`config.mk`:
```
export PLATFORM = sky130hd
export DESIGN_NAME = apb_timer_slave_flat
export DESIGN_NICKNAME = d
export VERILOG_FILES = /design/src/rtl/apb_pkg.sv /design/src/rtl/apb_timer_slave_if.sv /design/src/rtl/apb_slave_if.sv /design/src/rtl/apb_timer_slave.sv /design/src/flat_wrapper.sv
export SDC_FILE = /design/constraint.sdc
export NUM_CORES = 1
export LEC_CHECK = 0
export ABC_AREA = 1
export BUFFER_PORTS_ARGS = -buffer_cell sky130_fd_sc_hd__buf_2
export CAP_MARGIN = 20
export CORE_MARGIN = 10
export CORE_UTILIZATION = 45
export CTS_CLUSTER_DIAMETER = 100
export DETAILED_ROUTE_END_ITERATION = 16
export PLACE_DENSITY_LB_ADDON = 0.12
export SYNTH_ARGS = -nofsm -noshare
export SYNTH_HDL_FRONTEND = slang
export SYNTH_HIERARCHICAL = 1
export SYNTH_SLANG_ARGS = --single-unit
```
`constraint.sdc`:
```
create_clock -name clk -period 2.1 [get_ports clk]
set_clock_uncertainty 0.2 [all_clocks]
set_input_delay 0.42 -clock clk [delete_from_list [all_inputs] [get_ports clk]]
set_output_delay 0.42 -clock clk [all_outputs]
set_load 0.02 [all_outputs]
```
`src/rtl/apb_pkg.sv`:
```
// Shared APB definitions: peripheral window, timer register offsets and CTRL layout.
// Also used by the initiator's address decoder.
package apb_pkg;

  localparam logic [31:0] APB_PERIPH_BASE = 32'h4000_0000;
  localparam logic [31:0] APB_PERIPH_MASK = 32'hF000_0000;

  localparam logic [4:0] CTRL_OFF     = 5'h00;
  localparam logic [4:0] LOAD_OFF     = 5'h04;
  localparam logic [4:0] COUNT_OFF    = 5'h08;
  localparam logic [4:0] STATUS_OFF   = 5'h0C;
  localparam logic [4:0] PRESCALE_OFF = 5'h10;

  localparam int CTRL_EN          = 0;
  localparam int CTRL_AUTO_RELOAD = 1;
  localparam int CTRL_IRQ_EN      = 2;

  typedef struct packed {
    logic irq_en;
    logic auto_reload;
    logic en;
  } ctrl_t;

  function automatic logic [4:0] reg_offset(input logic [2:0] word_idx);
    return {word_idx, 2'b00};
  endfunction

  function automatic logic in_periph_window(input logic [31:0] addr);
    return (addr & APB_PERIPH_MASK) == APB_PERIPH_BASE;
  endfunction

endpackage

```
`src/rtl/apb_timer_slave_if.sv`:
```
// APB bus bundle between the core's initiator and a peripheral completer.
interface apb_timer_slave_if;
  logic        PSEL;
  logic        PENABLE;
  logic        PWRITE;
  logic [31:0] PADDR;
  logic [31:0] PWDATA;
  logic [31:0] PRDATA;
  logic        PREADY;

  modport master (output PSEL, PENABLE, PWRITE, PADDR, PWDATA,
                  input  PRDATA, PREADY);
  modport slave  (input  PSEL, PENABLE, PWRITE, PADDR, PWDATA,
                  output PRDATA, PREADY);
endinterface

```
`src/rtl/apb_slave_if.sv`:
```
// Reusable APB completer front end: SETUP/ACCESS detection, wait states,
// PREADY and the write-commit / read-sample strobes.
module apb_slave_if #(
  parameter int WAIT_STATES = 1
) (
  input  logic clk,
  input  logic rst,
  input  logic psel,
  input  logic penable,
  input  logic pwrite,
  output logic pready,
  output logic wr_commit,
  output logic rd_sample
);

  localparam int WCW = (WAIT_STATES > 0) ? $clog2(WAIT_STATES + 1) : 1;
  localparam logic [WCW-1:0] WAIT_MAX = WCW'(WAIT_STATES);

  logic [WCW-1:0] wait_cnt_q;
  logic [WCW-1:0] wait_cnt_d;
  logic           setup_s;
  logic           access_s;

  // Handshake decode; rst masks PREADY so a transfer in flight never completes under reset.
  always_comb begin
    setup_s   = psel & ~penable;
    access_s  = psel & penable;
    pready    = access_s & ~rst & (wait_cnt_q == WAIT_MAX);
    wr_commit = pready & pwrite;
    rd_sample = setup_s & ~pwrite;
    if (!psel || setup_s) begin
      wait_cnt_d = {WCW{1'b0}};
    end else if (!pready) begin
      wait_cnt_d = wait_cnt_q + WCW'(1);
    end else begin
      wait_cnt_d = wait_cnt_q;
    end
  end

  always_ff @(posedge clk) begin
    if (rst) begin
      wait_cnt_q <= {WCW{1'b0}};
    end else begin
      wait_cnt_q <= wait_cnt_d;
    end
  end

endmodule

```
`src/rtl/apb_timer_slave.sv`:
```
// APB timer peripheral: prescaled down-counter with auto-reload, sticky
// expiry flag and registered level interrupt.
module apb_timer_slave import apb_pkg::*; #(
  parameter int          WAIT_STATES = 1,
  parameter int          PRESCALE_W  = 16,
  parameter logic [31:0] RESET_LOAD  = 32'h0000_0000
) (
  input  logic               clk,
  input  logic               rst,
  apb_timer_slave_if.slave   apb,
  output logic               irq
);

  logic pready_s, wr_commit_s, rd_sample_s;

  apb_slave_if #(.WAIT_STATES(WAIT_STATES)) u_apb_if (
    .clk       (clk),
    .rst       (rst),
    .psel      (apb.PSEL),
    .penable   (apb.PENABLE),
    .pwrite    (apb.PWRITE),
    .pready    (pready_s),
    .wr_commit (wr_commit_s),
    .rd_sample (rd_sample_s)
  );

  ctrl_t                 ctrl_q, ctrl_d;
  logic [31:0]           load_q, load_d;
  logic [31:0]           count_q, count_d;
  logic                  expired_q, expired_d;
  logic [PRESCALE_W-1:0] prescale_q, prescale_d;
  logic [PRESCALE_W-1:0] presc_cnt_q, presc_cnt_d;
  logic                  irq_q, irq_d;
  logic [31:0]           prdata_q, prdata_d;

  logic [4:0]  off_s;
  logic        tick_s, expire_s, start_s, ctrl_wr_s, w1c_s;
  logic [31:0] rd_mux_s;
  logic        unused_addr_s;

  // Timer datapath and register-file next state; a CTRL write overrides the hardware EN clear.
  always_comb begin
    off_s         = reg_offset(apb.PADDR[4:2]);
    unused_addr_s = ^{apb.PADDR[31:5], apb.PADDR[1:0]};
    tick_s        = ctrl_q.en & (presc_cnt_q == prescale_q);
    expire_s      = tick_s & (count_q == 32'd0);
    ctrl_wr_s     = wr_commit_s & (off_s == CTRL_OFF);
    start_s       = ctrl_wr_s & ~ctrl_q.en & apb.PWDATA[CTRL_EN];
    w1c_s         = wr_commit_s & (off_s == STATUS_OFF) & apb.PWDATA[0];

    expired_d = expire_s | (expired_q & ~w1c_s);
    irq_d     = expired_q & ctrl_q.irq_en;

    if (start_s) begin
      presc_cnt_d = {PRESCALE_W{1'b0}};
    end else if (!ctrl_q.en) begin
      presc_cnt_d = presc_cnt_q;
    end else if (tick_s) begin
      presc_cnt_d = {PRESCALE_W{1'b0}};
    end else begin
      presc_cnt_d = presc_cnt_q + PRESCALE_W'(1);
    end

    if (start_s) begin
      count_d = load_q;
    end else if (expire_s && ctrl_q.auto_reload) begin
      count_d = load_q;
    end else if (tick_s && !expire_s) begin
      count_d = count_q - 32'd1;
    end else begin
      count_d = count_q;
    end

    if (ctrl_wr_s) begin
      ctrl_d = ctrl_t'(apb.PWDATA[2:0]);
    end else if (expire_s && !ctrl_q.auto_reload) begin
      ctrl_d = '{irq_en: ctrl_q.irq_en, auto_reload: ctrl_q.auto_reload, en: 1'b0};
    end else begin
      ctrl_d = ctrl_q;
    end

    if (wr_commit_s && (off_s == LOAD_OFF)) begin
      load_d = apb.PWDATA;
    end else begin
      load_d = load_q;
    end

    if (wr_commit_s && (off_s == PRESCALE_OFF)) begin
      prescale_d = apb.PWDATA[PRESCALE_W-1:0];
    end else begin
      prescale_d = prescale_q;
    end

    rd_mux_s = 32'd0;
    case (off_s)
      CTRL_OFF:     rd_mux_s[2:0] = ctrl_q;
      LOAD_OFF:     rd_mux_s = load_q;
      COUNT_OFF:    rd_mux_s = count_q;
      STATUS_OFF:   rd_mux_s[0] = expired_q;
      PRESCALE_OFF: rd_mux_s[PRESCALE_W-1:0] = prescale_q;
      default:      rd_mux_s = 32'd0;
    endcase

    if (rd_sample_s) begin
      prdata_d = rd_mux_s;
    end else begin
      prdata_d = prdata_q;
    end
  end

  always_ff @(posedge clk) begin
    if (rst) begin
      ctrl_q      <= ctrl_t'(3'b000);
      load_q      <= RESET_LOAD;
      count_q     <= 32'd0;
      expired_q   <= 1'b0;
      prescale_q  <= {PRESCALE_W{1'b0}};
      presc_cnt_q <= {PRESCALE_W{1'b0}};
      irq_q       <= 1'b0;
      prdata_q    <= 32'd0;
    end else begin
      ctrl_q      <= ctrl_d;
      load_q      <= load_d;
      count_q     <= count_d;
      expired_q   <= expired_d;
      prescale_q  <= prescale_d;
      presc_cnt_q <= presc_cnt_d;
      irq_q       <= irq_d;
      prdata_q    <= prdata_d;
    end
  end

  assign apb.PRDATA = prdata_q;
  assign apb.PREADY = pready_s;
  assign irq        = irq_q;

endmodule

```
`src/flat_wrapper.sv`:
```
// flat-port wrapper written by rule: the top's interface ports become plain ports
module apb_timer_slave_flat import apb_pkg::*;
#(
  parameter int          WAIT_STATES = 1,
  parameter int          PRESCALE_W  = 16,
  parameter logic [31:0] RESET_LOAD  = 32'h0000_0000
)
  (clk, rst, irq, apb_PSEL, apb_PENABLE, apb_PWRITE, apb_PADDR, apb_PWDATA, apb_PRDATA, apb_PREADY);
  apb_timer_slave_if apb_i ();
  input  logic clk;
  input  logic rst;
  output logic irq;
  input wire logic [$bits(apb_i.PSEL)-1:0] apb_PSEL;
  input wire logic [$bits(apb_i.PENABLE)-1:0] apb_PENABLE;
  input wire logic [$bits(apb_i.PWRITE)-1:0] apb_PWRITE;
  input wire logic [$bits(apb_i.PADDR)-1:0] apb_PADDR;
  input wire logic [$bits(apb_i.PWDATA)-1:0] apb_PWDATA;
  output wire logic [$bits(apb_i.PRDATA)-1:0] apb_PRDATA;
  output wire logic [$bits(apb_i.PREADY)-1:0] apb_PREADY;
  assign apb_i.PSEL = apb_PSEL;
  assign apb_i.PENABLE = apb_PENABLE;
  assign apb_i.PWRITE = apb_PWRITE;
  assign apb_i.PADDR = apb_PADDR;
  assign apb_i.PWDATA = apb_PWDATA;
  assign apb_PRDATA = apb_i.PRDATA;
  assign apb_PREADY = apb_i.PREADY;
  apb_timer_slave #(.WAIT_STATES(WAIT_STATES), .PRESCALE_W(PRESCALE_W), .RESET_LOAD(RESET_LOAD)) u_core (.clk(clk), .rst(rst), .apb(apb_i), .irq(irq));
endmodule
```
==> metrics.yaml, run 1 <==
run_status:
  status: "finished with violations"
  violations: "negative setup slack"
timing:
  rsz0062_at_grt: "true"
  finalSetupTns_ns: -4.68
  hold_ws_ns: 0.0312
  max_freq_ghz: 0.432
  period_needed_ns: 2.32
  fin_crit_sh: 1.10
  worst_slack_ns: -0.216
  setup_viol: 31
  worst_pin_slew_ns: 0.529
  slew_headroom: 0.648
  slew_viol_final: 0
  hold_violations: 0
clock_network:
  cts_sinks: 134
  cts-root-buf: "clkbuf_16"
  cts_tree: "yes"
  cts_max_level: 4
  clock_latency_ns: 0.43
  tritoncts.num_buffers: 17
  clkTransAtPathRegs_ns: 0.06
  clk_path_buf_depth: 2
  holdBufCountCts: 0
finish:
  seqCellArea_sq_um: 2690
  final_core_utilization: 0.621
  layout-drive-gt1-share: 0.291
  design_area_sq_um: 9410
  antenna_cells_inserted: 0
  synthToLayoutAreaGrowth_pct: 35.3
  final_nets: 1309
  fill_cells: 1418
  multi_input_area_sq_um: 3920
synthesis:
  synthFlopType: "dfxtp_1"
  synth.avg_cell_area_sq_um: 6.58
  muxShareOfSynthArea: 0
  synthSimpleGateAreaFrac: 0.350
  yosys_warnings: 6
  synth-adder-area-share: 0.00360
  synthesis.nets: 1127
  synthXorXnorAreaFrac: 0.0328
  synth_edf_count: 0
  syn_inst: 1056
  ys_seq_area_frac: 0.386
  synthesis.area_sq_um: 6950
  synth_compound_area_frac: 0.138
  synth_top_family_by_area: "simple AND/OR/NAND/NOR gates"
  ys_async_sr_fraction: 0
  synth_cell_type_count: 38
  ys_ff_latch: 134
power:
  power_w: 0.00596
  p_leak_nw: 4.28
  max-vdd-ir-drop_mv: 0.562
  p_per_area_nw_per_um2: 633
critical_path:
  cp_slowest_stage_delay_ns: 0.31
  crit_chain: "nor2_1, nand3_1, nor2_2, inv_1, nor2_4, nand4_4, buf_6, nand2_8, buf_12, buf_12, nand2_2, nand2_1, nor2_1, nor2_1"
  critPathArrivalTime_ns: 2.47
  crit_top_cell: "nor2_1"
  required_ns: 2.26
  worstSetupEndpointType: "flop"
  critPathMaxFanout: 6
  cp_slowest_cell: "dfxtp_1"
  critPathKind: "flop to flop"
  critPathLaunchType: "flop"
grt:
  grt_max_degree: 47
  antenna_found_initial: 0
  grt_pass1_wl_microns: 36500
  grt.overflow.total: 0
  grt_use_total: 0.224
  grt_pass1_vias: 7107
placement:
  placed_cell_area_sq_um: 8370
  portBuffers: 73
  place.gp.congestion: 0.915
  hpwl_microns: 16700
route:
  routed.top_layer: "met4"
  wl_microns: 23100
  route.met3.wl_microns: 1080
  first_iter_violations: 456
  drc: 0
  wl_met2_microns: 11400
  routedWlPerCell_microns: 16.1
  wl_met1_microns: 10200
  vias: 7379
  antenna_left: 0
  dr.pass1.iters: 5
  vias_per_cell: 5.14
die:
  dieWidth_microns: 144
  num_io_pins: 103
  fp.dieH_microns: 144
  floorplan.rows: 45
  fp.coreArea_sq_um: 15100
  start_util: 0.459
  dieArea_sq_um: 20800
min_path:
  hp-class: "primary input to flop"
job:
  maxCapViolCount: 0
[cell usage after synthesis (all sizes together), types with 2 or more instances]
| cell type | count | area, sq um |
|---|---|---|
| o21ai | 63 | 315 |
| a21oi | 76 | 380 |
| nand3 | 50 | 283 |
| clkbuf | 34 | 128 |
| nand4 | 7 | 58.8 |
| a31oi | 15 | 93.8 |
| o22ai | 4 | 25.0 |
| dfxtp | 134 | 2680 |
| nor3b | 4 | 30.0 |
| nor3 | 13 | 85.1 |
| ha | 2 | 25.0 |
| nand3b | 2 | 15.0 |
| inv | 103 | 387 |
| o221ai | 13 | 114 |
| buf | 13 | 104 |
| xor2 | 26 | 228 |
| nor2 | 194 | 821 |
| a211oi | 2 | 15.0 |
| nand2 | 295 | 1120 |
[where the power goes]
| part | total, W | switching, W | internal, W |
|---|---|---|---|
| Combinational | 0.000249 | 0.000165 | 0.0000844 |
| Clock | 0.00314 | 0.00115 | 0.00199 |
| Sequential | 0.00257 | 0.00000780 | 0.00256 |
| Total | 0.00596 | 0.00132 | 0.00464 |
[cells in the final DEF (no fill, tap or decap), drive strengths merged, types with 5 or more instances in the layout]
cell,count
dfxtp,134
o21ai,63
clkinv,5
inv,103
nor2,194
xor2,26
buf,210
o221ai,13
nand2,295
nand3,50
nand4,7
a21oi,76
clkbuf,20
a31oi,15
nor3,13
[area by class of cell]
class	instances	area share
tap	188	0.0250
sequential	134	0.286
timing repair buffer	210	0.167
multi-input combinational	771	0.416
clock buffer	20	0.0475
inverter	104	0.0415
clock inverter	10	0.0165
[state kept, by name (all words and copies together) (netlist names)]
signal / count
u_core/apb.PRDATA: 32
u_core/count_q: 32
u_core/load_q: 32
u_core/presc_cnt_q: 16
u_core/prescale_q: 16
u_core/ctrl_q: 3
u_core/expired_q: 1
u_core/irq: 1
u_core/u_apb_if/wait_cnt_q: 1
[metrics by stage]
step,cells,worst slack (ns)
global route,1437,-0.328
CTS,1437,-0.129
floorplan,1056,0.0724
detailed placement,1394,-0.174
finish,1437,-0.216
global placement,1394,-0.153
[layer usage]
| metal | track usage | vias to the layer above |
|---|---|---|
| li1 | - | 3739 |
| met1 | 0.277 | 3444 |
| met2 | 0.381 | 166 |
| met3 | 0.0443 | 30 |
| met4 | 0.0697 | 0 |
| met5 | 0 | - |
[worst paths after layout]
| path | start | endpoint | slack (ns) | cells after the start |
|---|---|---|---|---|
| worst max register to register | u_core/count_q[26] | u_core/count_q[23] | -0.22 | 14 |
| worst min-delay path | apb_PSEL | u_core/u_apb_if/wait_cnt_q | 0.03 | 3 |
| worst max-delay path | u_core/count_q[26] | u_core/count_q[23] | -0.22 | 14 |
| worst min register to register | u_core/expired_q | u_core/irq | 0.26 | 2 |
[logic make-up (layout without fill, tap and decap cells)]
family | count (synthesis) | in the layout
and+or+nand+nor | 568 | 568
AOI/OAI and AO/OA | 175 | 175
buffers and inverters | 151 | 344
DFF | 134 | 134
xor gates and xnor gates | 26 | 26
adders and majority gates | 2 | 2
[timing repair]
item                                   4_1_cts  5_1_grt
resized for setup                           28       63
pin swaps                                   10       18
endpoints found under the hold margin        0        0
setup buffers                               10        2
setup endpoints to repair                   32       39
gates cloned                                 3        0
[critical path, delay by kind of cell, from the launching register on]
kind,cells,cell delay [ns]
buffers and inverters,4,0.49
flip-flops,1,0.31
AND/OR/NAND/NOR,10,1.23
No activity file was read; power rests on OpenSTA's default activity.
==> run 2, diff against run 1 <==
--- a/config.mk
+++ b/config.mk
@@ -8,6 +8,7 @@
 export ABC_AREA = 1
 export BUFFER_PORTS_ARGS = -buffer_cell sky130_fd_sc_hd__buf_2
 export CAP_MARGIN = 20
+export CORE_ASPECT_RATIO = 1.75
 export CORE_MARGIN = 10
 export CORE_UTILIZATION = 45
 export CTS_CLUSTER_DIAMETER = 100
==> run 2 against run 1 <==
Effect of this change: the flow still finishes with violations (negative setup slack); global-route usage increased by 1.3 points; utilization up 2.7 points; hold slack better by 0.022 ns; count of clock-buffer cells in the layout shrank 2; die area grew 0.94%; cell count up 2.2%; first-iteration DRC count fell by 1.1%; power down 0.94%; setup slack gained 0.076 ns; sequential power barely moved; via count increased by 4.2%.
==> metrics.yaml, run 2 (synthesis results as in run 1) <==
run_status:
  status: "finished with violations"  # unchanged
  violations: "negative setup slack"  # unchanged
placement:
  post-place-cells: 1412  # was 1394
  portBuffers: 73  # unchanged
  place.gp.congestion: 0.907  # was 0.915
  hpwl_microns: 19000  # was 16700 microns
finish:
  antenna_cells_inserted: 0  # unchanged
  layout-drive-gt1-share: 0.335  # was 0.291
  synthToLayoutAreaGrowth_pct: 42.1  # was 35.3%
  final_common_cell: "nand2_1"  # unchanged
  fin_cells: 1468  # was 1437
  final_nets: 1340  # was 1309
  layout_common_cells: "254 x nand2_1, 140 x buf_4, 133 x nor2_1"  # was 255 x nand2_1, 145 x nor2_1, 129 x dfxtp_1
timing:
  rsz0062_at_grt: "true"  # unchanged
  slew_headroom: 0.618  # was 0.648
  period_needed_ns: 2.24  # was 2.32 ns
  max_freq_ghz: 0.446  # was 0.432 GHz
  setup_viol: 32  # was 31
  slew_viol_final: 0  # unchanged
  worst_pin_slew_ns: 0.573  # was 0.529 ns
  fin_crit_sh: 1.07  # was 1.10
  worst_slack_ns: -0.140  # was -0.216 ns
  hold_violations: 0  # unchanged
route:
  routedWlPerCell_microns: 17.9  # was 16.1 microns
  dr.pass1.iters: 5  # unchanged
  antenna_left: 0  # unchanged
  wl_microns: 26300  # was 23100 microns
  drc: 0  # unchanged
  vias: 7691  # was 7379
  vias_per_cell: 5.24  # was 5.14
  first_iter_violations: 451  # was 456
power:
  p_leak_nw: 4.48  # was 4.28 nW
  max-vdd-ir-drop_mv: 0.494  # was 0.562 mV
  p_per_area_nw_per_um2: 597  # was 633 nW/um^2
  power_w: 0.00590  # was 0.00596 W
grt:
  grt_pass1_wl_microns: 38900  # was 36500 microns
  grt_pass1_vias: 7563  # was 7107
  antenna_found_initial: 0  # unchanged
  grt.overflow.total: 0  # unchanged
  grt_use_total: 0.237  # was 0.224
  grt_max_degree: 46  # was 47
critical_path:
  crit_path_start: "u_core/prescale_q[5]"  # was u_core/count_q[26]
  critPathArrivalTime_ns: 2.40  # was 2.47 ns
  worstSetupEndpointType: "flop"  # unchanged
  critPathMaxFanout: 7  # was 6
  critPathLaunchType: "flop"  # unchanged
  critPathKind: "flop to flop"  # unchanged
  r2r-start: "u_core/prescale_q[5]"  # was u_core/count_q[26]
  required_ns: 2.26  # about the same
die:
  fp.coreArea_sq_um: 15200  # was 15100 sq um
  fp.dieH_microns: 184  # was 144 microns
  dieArea_sq_um: 21000  # was 20800 sq um
  num_io_pins: 103  # unchanged
  floorplan.rows: 60  # was 45
  start_util: 0.456  # was 0.459
  dieWidth_microns: 114  # was 144 microns
min_path:
  hp-class: "primary input to flop"  # unchanged
  min_from: "apb_PWDATA[19]"  # was apb_PSEL
clock_network:
  cts-root-buf: "clkbuf_16"  # unchanged
  holdBufCountCts: 0  # unchanged
  clock_latency_ns: 0.42  # was 0.43 ns
  clk_path_buf_depth: 2  # unchanged
  clkTransAtPathRegs_ns: 0.07  # was 0.06 ns
  cts_max_level: 4  # unchanged
  tritoncts.num_buffers: 17  # unchanged
  cts_sinks: 134  # unchanged
  cts_tree: "yes"  # unchanged
job:
  maxCapViolCount: 0  # unchanged
## run 2: cell types whose count changed in the layout (fill, tap and decap cells not counted), sizes merged
cell / before / now
inv: 103 / 110
buf: 210 / 236
nand2: 295 / 296
clkbuf: 20 / 22
bufinv: 4 / 2
clkinv: 5 / 4
## run 2: area by class of cell
type / instances / area, sq um
clock buffer: 18 / 429
clock inverter: 14 / 166
fill: 1388 / 5360
inverter: 104 / 390
multi-input combinational: 772 / 4030
sequential: 134 / 2720
tap: 186 / 233
timing repair buffer: 240 / 1920
## run 2: final timing paths
kind              cells after the start                     to  slack (ns)
setup / recovery                     16      u_core/count_q[2]       -0.14
setup reg to reg                     16      u_core/count_q[2]       -0.14
hold reg to reg                       2  u_core/apb.PRDATA[11]        0.26
hold / removal                        3      u_core/load_q[19]        0.05
## run 2: worst max-delay path, stage by stage, from the launching register on
cell and delay, ns:
dfxtp_2 0.32, buf_4 0.12, nand2_2 0.06, buf_4 0.10, nand2_1 0.04, nor2_1 0.15, nand3_2 0.12, nor2_4 0.13
buf_6 0.12, nand4_4 0.12, buf_6 0.18, nand2_8 0.12, clkbuf_16 0.18, nand2_1 0.05, nand2_1 0.05, nor2_1 0.04
nor2_1 0.07
## run 2: what timing repair did
item                                    CTS  global route
pin swaps                                 9            46
gates resized for setup                  50            94
endpoints found under the setup margin   36            38
setup buffers                            11             6
cloned                                    4             4
## run 2: per-layer routing
metal	global-route usage	routed length [microns]	part of all wire
met3	0.0387	1030	0.039
met2	0.462	14700	0.56
met1	0.213	8790	0.33
met5	0	0	0
met4	0.158	1810	0.069
## run 2: per-stage QoR
step | util | setup TNS [ns] | hold slack, ns | instance area, sq um | setup slack (ns)
after CTS | 0.620 | -1.24 | 0.0482 | 9450 | -0.0557
final | 0.648 | -3.36 | 0.0537 | 9880 | -0.140
after detailed placement | 0.560 | -10.96 | 0.257 | 8540 | -0.340
after global placement | 0.560 | -11.36 | 0.254 | 8540 | -0.351
after floorplan | - | 0 | 0.226 | 6950 | 0.0724
after global routing | 0.648 | -7.23 | 0.0665 | 9880 | -0.270
## run 2: where the power goes
part | switching [W] | internal, W | leakage (nW)
Clock | 0.00128 | 0.00179 | 0.288
Combinational | 0.000177 | 0.0000970 | 3.10
Sequential | 0.00000795 | 0.00255 | 1.09
Total | 0.00146 | 0.00444 | 4.48
==> run 3, diff against run 2 <==
--- a/config.mk
+++ b/config.mk
@@ -14,7 +14,7 @@
 export CTS_CLUSTER_DIAMETER = 100
 export DETAILED_ROUTE_END_ITERATION = 16
 export PLACE_DENSITY_LB_ADDON = 0.12
+export SKIP_CTS_REPAIR_TIMING = 1
 export SYNTH_ARGS = -nofsm -noshare
 export SYNTH_HDL_FRONTEND = slang
-export SYNTH_HIERARCHICAL = 1
 export SYNTH_SLANG_ARGS = --single-unit
==> run 3 against run 2 <==
Effect of this change: the flow still finishes with violations (negative setup slack); cell count fell by 1.2%; register-to-register slack better by 0.07 ns; final area down 2.7%; synthesized cell count grew 1.6%; clock power fell by 6%; routed wire length down 9.2%; first-iteration DRC count grew 20%; flip-flop and latch count unchanged; maximum frequency increased by 3.4%.
==> metrics.yaml, run 3 <==
critical_path:
  critPathKind: "flop to flop"  # unchanged
  r2r_setup_slack_ns: -0.07  # was -0.14 ns
  critPathMaxFanout: 14  # was 7
  cp_slowest_stage_delay_ns: 0.32  # about the same
  cp_slowest_cell: "dfxtp_2"  # unchanged
  worstSetupEndpoint: "u_core.count_q[22]"  # was u_core/count_q[2]
  crit_path_start: "u_core.count_q[1]"  # was u_core/prescale_q[5]
  critPathArrivalTime_ns: 2.31  # was 2.40 ns
  worstSetupEndpointType: "flop"  # unchanged
  required_ns: 2.25  # was 2.26 ns
  reg2reg_depth: 14  # was 16
  crit_top_cell: "nor2_4"
  timing.rr.end: "u_core.count_q[22]"  # was u_core/count_q[2]
  critPathLaunchType: "flop"  # unchanged
  crit_chain: "inv_2, ha_4, buf_6, nand2_8, nor2_8, nand2_4, nor2_4, nand2_2, nor2_4, nand3_4, buf_4, nand3_1, nand3_2, a21oi_1"  # was buf_4, nand2_2, buf_4, nand2_1, nor2_1, nand3_2, nor2_4, buf_6, nand4_4, buf_6, nand2_8, clkbuf_16, nand2_1, nand2_1, nor2_1, nor2_1
  r2r-start: "u_core.count_q[1]"  # was u_core/prescale_q[5]
timing:
  hold_violations: 0  # unchanged
  rsz0062_at_grt: "true"  # unchanged
  worst_pin_slew_ns: 0.574  # was 0.573 ns
  worst_slack_ns: -0.0655  # was -0.140 ns
  slew_headroom: 0.617  # was 0.618
  period_needed_ns: 2.17  # was 2.24 ns
  fin_crit_sh: 1.03  # was 1.07
  slew_viol_final: 0  # unchanged
  setup_viol: 27  # was 32
  hold_ws_ns: 0.0523  # was 0.0537 ns
  max_freq_ghz: 0.462  # was 0.446 GHz
  finalSetupTns_ns: -0.955  # was -3.36 ns
job:
  maxCapViolCount: 0  # unchanged
finish:
  layout-drive-gt1-share: 0.274  # was 0.335
  synthToLayoutAreaGrowth_pct: 35.0  # was 42.1%
  final_nets: 1323  # was 1340
  layout_common_cells: "188 x nand2_1, 151 x inv_1, 119 x dfxtp_1"  # was 254 x nand2_1, 140 x buf_4, 133 x nor2_1
  fin_cells: 1451  # was 1468
  antenna_cells_inserted: 0  # unchanged
  fill_cells: 1482  # was 1388
  final_common_cell: "nand2_1"  # unchanged
synthesis:
  synth_cell_type_count: 36  # was 38
  synthesis.nets: 1144  # was 1127
  syn_inst: 1073  # was 1056
  synth_top_cell_by_area: "dfxtp_1"  # unchanged
  synthesis.area_sq_um: 7120  # was 6950 sq um
  ys_seq_area_frac: 0.377  # was 0.386
  ys_ff_latch: 134  # unchanged
  synth.avg_cell_area_sq_um: 6.64  # was 6.58 sq um
  yosys_warnings: 0  # was 6
  synth.top_cell.area_share: 0.377  # was 0.386
  netlist_top_cells_count: "210 x nand2_1, 156 x inv_1, 134 x dfxtp_1, 123 x nor2_1, 94 x a21oi_1"  # was 293 x nand2_1, 163 x nor2_1, 134 x dfxtp_1, 91 x inv_1, 76 x a21oi_1
  ys_async_sr_fraction: 0  # unchanged
  synthFlopType: "dfxtp_1"  # unchanged
  synth_edf_count: 0  # unchanged
  yosysMostFrequentCell: "nand2_1"  # unchanged
  synth_area_leaders: "dfxtp_1 38%, nand2_1 11%, inv_1 8.2%, a21oi_1 6.6%, nor2_1 6.5%"  # was dfxtp_1 39%, nand2_1 16%, nor2_1 8.8%, a21oi_1 5.5%, inv_1 4.9%
placement:
  place.gp.congestion: 0.981  # was 0.907
  portBuffers: 73  # unchanged
  post-place-cells: 1408  # was 1412
  dp_worst_setup_slack_ns: -0.157  # was -0.340 ns
  hpwl_microns: 18000  # was 19000 microns
route:
  wl_microns: 23900  # was 26300 microns
  vias_per_cell: 5.17  # was 5.24
  vias: 7506  # was 7691
  dr.pass1.iters: 5  # unchanged
  routedWlPerCell_microns: 16.5  # was 17.9 microns
  first_iter_violations: 541  # was 451
  drc: 0  # unchanged
  antenna_left: 0  # unchanged
clock_network:
  cts_sinks: 134  # unchanged
  cts-root-buf: "clkbuf_16"  # unchanged
  clk_path_buf_depth: 2  # unchanged
  cts_max_level: 4  # unchanged
  cts_tree: "yes"  # unchanged
  tritoncts.num_buffers: 17  # unchanged
  clkTransAtPathRegs_ns: 0.07  # about the same
  clock_latency_ns: 0.42  # about the same
grt:
  grt_max_degree: 45  # was 46
  grt_pass1_vias: 7321  # was 7563
  grt_pass1_wl_microns: 37200  # was 38900 microns
  antenna_found_initial: 0  # unchanged
  grt_use_total: 0.216  # was 0.237
  grt.overflow.total: 0  # unchanged
power:
  p_leak_nw: 4.41  # was 4.48 nW
  p_per_area_nw_per_um2: 598  # was 597 nW/um^2
  power_w: 0.00575  # was 0.00590 W
  max-vdd-ir-drop_mv: 0.399  # was 0.494 mV
run_status:
  violations: "negative setup slack"  # unchanged
  status: "finished with violations"  # unchanged
die:
  start_util: 0.461  # was 0.456
  num_io_pins: 103  # unchanged
  fp.coreArea_sq_um: 15500  # was 15200 sq um
  fp.dieH_microns: 186  # was 184 microns
  dieArea_sq_um: 21500  # was 21000 sq um
  floorplan.rows: 60  # unchanged
  dieWidth_microns: 115  # was 114 microns
min_path:
  hp-class: "primary input to flop"  # unchanged
[run 3: changes by cell type after synthesis, moves of 5 or more]
cell,delta
a21oi_1,+18
a31oi_1,-15
inv_1,+65
inv_2,-6
nand2_1,-83
nand3_1,+43
nor2_1,-40
nor2_2,-22
o21ai_0,+23
o21ai_1,+5
o221ai_1,+5
o22ai_1,+9
xor2_1,+10
[run 3: layer usage]
metal / share of wire / global-route usage / vias up
met5: 0 / 0 / -
met4: 0.047 / 0.115 / 0
met3: 0.029 / 0.0295 / 61
met2: 0.55 / 0.397 / 180
met1: 0.37 / 0.225 / 3440
li1: - / - / 3825
[run 3: critical path: cells and delay by family (launching register included)]
family | cells | cell delay, ns
AOI/OAI and AO/OA | 1 | 0.12
adders and majority gates | 1 | 0.14
buffers and inverters | 3 | 0.43
DFF | 1 | 0.32
and+or+nand+nor | 9 | 0.87
[run 3: how the worst min path moves through the flow]
stage / endpoint / cells after the start / from / slack, ns
global route: u_core.load_q[30] / 3 / apb_PWDATA[30] / 0.05
floorplan: u_core.irq / 2 / u_core.ctrl_q[2] / 0.21
global placement: u_core.apb.PRDATA[4] / 2 / u_core.apb.PRDATA[4] / 0.25
detailed placement: u_core.apb.PRDATA[8] / 2 / u_core.apb.PRDATA[8] / 0.25
CTS: u_core.load_q[15] / 3 / apb_PWDATA[15] / 0.04
finish: u_core.load_q[30] / 3 / apb_PWDATA[30] / 0.05
[run 3: cell families (layout without fill, tap and decap cells)]
group,count (synthesis),after routing,synth area share
AOI/OAI and AO/OA,225,225,0.175
xor gates and xnor gates,37,37,0.0455
adders and majority gates,2,2,0.00351
buffers and inverters,210,402,0.118
DFF,134,134,0.377
and+or+nand+nor,465,465,0.282
[run 3: power by group]
part | leakage, nW | total, W | internal, W | switching [W]
clock | 0.268 | 0.00288 | 0.00156 | 0.00132
sequential | 1.09 | 0.00257 | 0.00256 | 0.00000869
combinational | 3.05 | 0.000311 | 0.000122 | 0.000189
[run 3: stage by stage]
stage	area, sq um	utilization
2_1_floorplan	7130	-
3_3_place_gp	8620	0.558
3_5_place_dp	8620	0.558
4_1_cts	9180	0.594
5_1_grt	9620	0.622
6_report	9620	0.622
[run 3: final cells by class]
class	instances	area, sq um	share of cell area
tap	186	233	0.0242
clock inverter	15	131	0.0137
sequential	134	2700	0.281
inverter	162	616	0.0640
multi-input combinational	729	3870	0.403
clock buffer	17	425	0.0442
timing repair buffer	208	1640	0.170
